$ cat config.mk
export PLATFORM = sky130hd
export DESIGN_NAME = muxn_rr_sel_flat
export DESIGN_NICKNAME = d
export VERILOG_FILES = /design/src/rtl/muxn_rr_sel_if.sv /design/src/rtl/muxn_rr_sel.sv /design/src/flat_wrapper.sv
export SDC_FILE = /design/constraint.sdc
export NUM_CORES = 1
export LEC_CHECK = 0
export CORE_MARGIN = 3
export CORE_UTILIZATION = 38
export DETAILED_ROUTE_END_ITERATION = 16
export GPL_TIMING_DRIVEN = 0
export PLACE_DENSITY = 0.75
export SLEW_MARGIN = 0
export SYNTH_ARGS = -nofsm -noshare
export SYNTH_HDL_FRONTEND = slang
export SYNTH_SLANG_ARGS = --single-unit
export TNS_END_PERCENT = 5
$ cat constraint.sdc
create_clock -name clk -period 6.28 [get_ports clk]
set_input_delay 1.256 -clock clk [delete_from_list [all_inputs] [get_ports clk]]
set_output_delay 1.256 -clock clk [all_outputs]
set_load 0.05 [all_outputs]
$ cat src/rtl/muxn_rr_sel_if.sv
`default_nettype none
// +--------------------------------------------------------------------+
// | muxn_rr_sel_if : producer/consumer bundle for the N:1 registered mux |
// | Revision 1.0                                                         |
// +--------------------------------------------------------------------+
interface muxn_rr_sel_if #(
    parameter int N  = 4,
    parameter int W  = 1,
    parameter int SW = (N > 1) ? $clog2(N) : 1
);
    logic [N*W-1:0] in_data;
    logic [N-1:0]   in_valid;
    logic [N-1:0]   in_ready;
    logic [SW-1:0]  sel;
    logic           mode;
    logic [W-1:0]   out_data;
    logic           out_valid;
    logic           out_ready;
    logic [SW-1:0]  out_ch;
    logic [15:0]    stat_count;

    modport master (
        output in_data, in_valid, sel, mode, out_ready,
        input  in_ready, out_data, out_valid, out_ch, stat_count
    );

    modport slave (
        input  in_data, in_valid, sel, mode, out_ready,
        output in_ready, out_data, out_valid, out_ch, stat_count
    );
endinterface
`default_nettype wire

$ cat src/rtl/muxn_rr_sel.sv
`default_nettype none
// +--------------------------------------------------------------------+
// | muxn_rr_sel : N-channel registered mux, fixed-select or round-robin |
// | Optional transfer counter built when MUXN_STATS_EN is defined.       |
// | Revision 1.0                                                         |
// +--------------------------------------------------------------------+
module muxn_rr_sel #(
    parameter int N  = 4,
    parameter int W  = 1,
    parameter int SW = (N > 1) ? $clog2(N) : 1
) (
    input  wire logic      clk,
    input  wire logic      rst,
    muxn_rr_sel_if.slave   bus
);
    localparam logic [SW:0]   c_n_ext   = (SW+1)'(N);
    localparam logic [SW-1:0] c_rr_init = SW'(N-1);

    typedef enum logic [0:0] {
        ST_EMPTY = 1'b0,
        ST_FULL  = 1'b1
    } state_t;

    state_t         state_q, state_d;
    logic [W-1:0]   data_q, data_d;
    logic [SW-1:0]  ch_q, ch_d;
    logic [SW-1:0]  rr_ptr_q, rr_ptr_d;

    logic [W-1:0]   w_ch_data [N];
    logic [SW:0]    w_sel_ext;
    logic           w_can_load;
    logic           w_grant_valid;
    logic [SW-1:0]  w_grant;
    logic [N-1:0]   w_ready;
    logic           w_xfer_in;
    logic           w_xfer_out;
    int             w_dist;
    int             w_best;

    genvar k;
    generate
        for (k = 0; k < N; k++) begin : g_unpack
            assign w_ch_data[k] = bus.in_data[k*W +: W];
        end
    endgenerate

    assign w_sel_ext  = {1'b0, bus.sel};
    // Hold off every producer while rst is high so no word appears accepted at a reset edge.
    assign w_can_load = !rst && ((state_q == ST_EMPTY) || bus.out_ready);
    assign w_xfer_in  = w_can_load && w_grant_valid;
    assign w_xfer_out = (state_q == ST_FULL) && bus.out_ready;

    // Round-robin picks the valid channel at the smallest distance after rr_ptr.
    always_comb begin
        w_grant       = '0;
        w_grant_valid = 1'b0;
        w_best        = N;
        w_dist        = 0;
        if (!bus.mode) begin
            if ((w_sel_ext < c_n_ext) && bus.in_valid[bus.sel]) begin
                w_grant       = bus.sel;
                w_grant_valid = 1'b1;
            end
        end else begin
            for (int i = 0; i < N; i++) begin
                w_dist = (i + N - 1 - int'(rr_ptr_q)) % N;
                if (bus.in_valid[i] && (w_dist < w_best)) begin
                    w_best        = w_dist;
                    w_grant       = SW'(i);
                    w_grant_valid = 1'b1;
                end
            end
        end
    end

    always_comb begin
        w_ready = '0;
        if (w_xfer_in) begin
            w_ready[w_grant] = 1'b1;
        end
    end

    always_comb begin
        state_d  = state_q;
        data_d   = data_q;
        ch_d     = ch_q;
        rr_ptr_d = rr_ptr_q;
        if (w_xfer_in) begin
            state_d = ST_FULL;
            data_d  = w_ch_data[w_grant];
            ch_d    = w_grant;
            if (bus.mode) begin
                rr_ptr_d = w_grant;
            end
        end else if (w_xfer_out) begin
            state_d = ST_EMPTY;
        end
    end

    always_ff @(posedge clk) begin
        if (rst) begin
            state_q  <= ST_EMPTY;
            data_q   <= '0;
            ch_q     <= '0;
            rr_ptr_q <= c_rr_init;
        end else begin
            state_q  <= state_d;
            data_q   <= data_d;
            ch_q     <= ch_d;
            rr_ptr_q <= rr_ptr_d;
        end
    end

    assign bus.in_ready  = w_ready;
    assign bus.out_data  = data_q;
    assign bus.out_valid = (state_q == ST_FULL);
    assign bus.out_ch    = ch_q;

`ifdef MUXN_STATS_EN
    logic [15:0] stat_q, stat_d;

    always_comb begin
        stat_d = stat_q;
        if (w_xfer_out && (stat_q != 16'hFFFF)) begin
            stat_d = stat_q + 16'd1;
        end
    end

    always_ff @(posedge clk) begin
        if (rst) begin
            stat_q <= 16'h0000;
        end else begin
            stat_q <= stat_d;
        end
    end

    assign bus.stat_count = stat_q;
`else
    assign bus.stat_count = 16'h0000;
`endif
endmodule
`default_nettype wire

$ cat src/flat_wrapper.sv
// flat-port wrapper written by rule: the top's interface ports become plain ports
module muxn_rr_sel_flat 
#(
    parameter int N  = 4,
    parameter int W  = 1,
    parameter int SW = (N > 1) ? $clog2(N) : 1
)
  (clk, rst, bus_in_data, bus_in_valid, bus_sel, bus_mode, bus_out_ready, bus_in_ready, bus_out_data, bus_out_valid, bus_out_ch, bus_stat_count);
  muxn_rr_sel_if #(.N(N), .W(W), .SW(SW)) bus_i ();
  input  wire logic clk;
  input  wire logic rst;
  input wire logic [$bits(bus_i.in_data)-1:0] bus_in_data;
  input wire logic [$bits(bus_i.in_valid)-1:0] bus_in_valid;
  input wire logic [$bits(bus_i.sel)-1:0] bus_sel;
  input wire logic [$bits(bus_i.mode)-1:0] bus_mode;
  input wire logic [$bits(bus_i.out_ready)-1:0] bus_out_ready;
  output wire logic [$bits(bus_i.in_ready)-1:0] bus_in_ready;
  output wire logic [$bits(bus_i.out_data)-1:0] bus_out_data;
  output wire logic [$bits(bus_i.out_valid)-1:0] bus_out_valid;
  output wire logic [$bits(bus_i.out_ch)-1:0] bus_out_ch;
  output wire logic [$bits(bus_i.stat_count)-1:0] bus_stat_count;
  assign bus_i.in_data = bus_in_data;
  assign bus_i.in_valid = bus_in_valid;
  assign bus_i.sel = bus_sel;
  assign bus_i.mode = bus_mode;
  assign bus_i.out_ready = bus_out_ready;
  assign bus_in_ready = bus_i.in_ready;
  assign bus_out_data = bus_i.out_data;
  assign bus_out_valid = bus_i.out_valid;
  assign bus_out_ch = bus_i.out_ch;
  assign bus_stat_count = bus_i.stat_count;
  muxn_rr_sel #(.N(N), .W(W), .SW(SW)) u_core (.clk(clk), .rst(rst), .bus(bus_i));
endmodule
==> reports/metrics.cfg <==
[final_layout]
syn_to_final_growth_pct=51.0
final_util_pct=65.7
stdcell_area_um2=1070
antenna_cells=0
fillerInstances=146
nets=150
drive_gt1_share_pct=30.5

[clock_network]
clk_latency_ns=0.26
hold_buffers=0
root_buffer=clkbuf_4
cts.sinks=6
numCtsBuffers=3
clk_pin_slew_ns=0.04
cts_tree=yes
clockBufferDepth=2
h-tree-depth=1

[critical_path]
worstPathMaxFanout=10
worstRegToRegCells=18
arrival_ns=4.93
r2r_end=u_core.bus.out_data$_SDFFE_PP0P_
rrSetupSlack_ns=2.37
cp-start-kind=input port
regToRegStartpoint=u_core.rr_ptr_q[0]$_SDFFE_PP1P_
worstPathRequired_ns=5.02
crit_path_end_kind=output port
crit_start=bus_in_valid[0]
setup.worst_path.class=input port to output port

[global_routing]
grt_pass1_wl_um=2700
antenna_found_initial=0
use_met2_pct=24.6
met1_usage_pct=16.1
busiest_layer=met2
grt_pass1_vias=632
grt_use_met3_pct=3.67
overflow=0
grt_usage_pct=14.3
grt_max_degree=11

[yosys]
seq_area_frac_synth_pct=16.9
synth_area_leaders=dfxtp_1, buf_4, ha_1, buf_6, mux2i_1
netlist_area_um2=709
yosysMostFrequentCell=buf_4
yosys.area.top_type=dfxtp_1
synth_top_flop_cell=dfxtp_1
synthTopCellsByCount=buf_4, nand2_1, dfxtp_1, nor2_1
yosysUniqueCellTypes=36
netlist_instances=90
post_synth.cell_area_avg_um2=7.88
synth.top_cell.area_share_pct=16.9
synth_seq_cells=6
yosysWarnings=0
synth_edf_count=0
async_flop_share_pct=0

[hold_path]
hp-class=flip-flop to flip-flop
worstHoldEndpoint=u_core.bus.out_ch[0]$_SDFFE_PP0P_
holdPathStages=2
hp-start=u_core.bus.out_ch[0]$_SDFFE_PP0P_

[placed_design]
placed_cell_area_um2=996
gp_congestion=0.737
io_buffers=20
dpl.hpwl_um=1320

[detailed_routing]
vias_per_cell=4.78
dr.first_iter.drc_count=5
first_pass_iters=4
drc=0
avgRoutedWirePerCell_um=11.3
vias=741
ant_nets=0
drt_wl_total_um=1750

[sta]
fin_crit_ns=6.18
post-route-period-util_pct=98.4
fmax_ghz=0.162
rsz0062_at_grt=true
slew_headroom_pct=64.8
final_max_slew_viol_count=0
worst_pin_slew_ns=0.528
clock_skew_ns=0.00908
hold_viol=0
setup_viol=0

[die]
die_y_um=49.2
rows=14
ios=38
die_area_um2=2420
initial_core_util_pct=43.5
coreArea_um2=1630
die_w_um=49.2

[power_and_ir_drop]
p_leak_nw=0.532
vdd_ir_drop_max_uv=94.2
power_density_nw_per_um2=189

[run_status]
status=completed

[job]
cap_viol_max_count=0

worst max-delay path, cell delays in order:
cell	delay, ns
clkdlybuf4s50_1	0.44
buf_6	0.15
nand2_1	0.06
ha_1	0.20
a211oi_1	0.10
a21o_1	0.17
a32oi_2	0.19
ha_2	0.21
and4b_1	0.19
a22oi_2	0.23
nor2_1	0.07
a21o_1	0.16
ha_1	0.29
a21oi_1	0.15
o211ai_1	0.10
a41o_1	0.26
and3_2	0.21
nand2b_4	0.17
nor2_2	0.14
buf_6	0.16
where the power goes:
part           internal (mW)  leakage, nW  switching, mW
registers             0.0423       0.0496        0.00320
clock network         0.0217       0.0138         0.0158
logic                 0.0489        0.469         0.0704
total                  0.113        0.532         0.0893
per-stage QoR:
step	TNS, ns	hold WS [ns]	total power, mW	std cells	worst slack (ns)
2_1_floorplan	0	0.517	0.130	105	0.502
3_3_place_gp	-1.58	0.448	0.154	149	-0.488
3_5_place_dp	-1.88	0.458	0.156	149	-0.559
4_1_cts	0	0.470	0.193	152	0.0274
5_1_grt	-0.381	0.501	0.215	155	-0.145
6_report	0	0.471	0.202	155	0.0982
worst max path at each step:
stage	end	slack, ns	cells after the start
after global routing	bus_in_ready[0]	-0.15	20
final	bus_in_ready[2]	0.1	20
after CTS	bus_in_ready[3]	0.03	19
after floorplan	bus_in_ready[2]	0.50	18
after detailed placement	bus_in_ready[3]	-0.56	19
after global placement	bus_in_ready[2]	-0.49	19
cells by family (layout without fill, tap and decap cells):
logic type,after synthesis,in the layout,synth area share [%]
multiplexers,5,5,7.94
flip-flops,6,6,16.9
AO/OA/AOI/OAI,23,23,23.8
other,1,16,0.529
adder cells (fa/ha/maj),3,3,5.29
buffers and inverters,24,50,24.3
XOR/XNOR,1,1,1.23
AND/OR/NAND/NOR,27,27,19.9
layout make-up:
cell class	count	area (um^2)	share of cell area, %
multi-input combinational	75	508	47.4
timing repair buffer	23	218	20.3
buffer	19	154	14.4
sequential	6	120	11.2
tap	24	30.0	2.80
clock buffer	3	22.5	2.10
inverter	5	18.8	1.75
state kept, by name, summed over array words and instances (netlist names):
register              flops
u_core.bus.out_data       1
u_core.rr_ptr_q           2
u_core.bus.out_ch         2
u_core.bus.out_valid      1
layer usage:
metal	routed length, um	part of all wire, %
met5	0	0
met4	40	2.3
met3	121	6.9
met2	929	53
met1	656	38
placed cells by master (no fill, tap or decap), types with 2 or more instances in the layout:
cell type / Yosys / final
a21o_1: 3 / 3
a21oi_1: 2 / 2
buf_4: 16 / 19
buf_6: 3 / 5
clkbuf_4: 0 / 4
clkdlybuf4s50_1: 0 / 16
conb_1: 1 / 16
dfxtp_1: 6 / 6
ha_1: 3 / 2
inv_1: 5 / 5
mux2i_1: 3 / 3
nand2_1: 8 / 8
nand2b_1: 4 / 2
nand2b_4: 0 / 2
nor2_1: 6 / 4
o211ai_1: 3 / 3
o21ai_0: 5 / 5
timing repair:
action,CTS,global route
resized for setup,20,13
pin swaps,0,5
setup buffers,0,3
setup endpoints to repair,4,4
No activity file was read; power rests on OpenSTA's default activity.
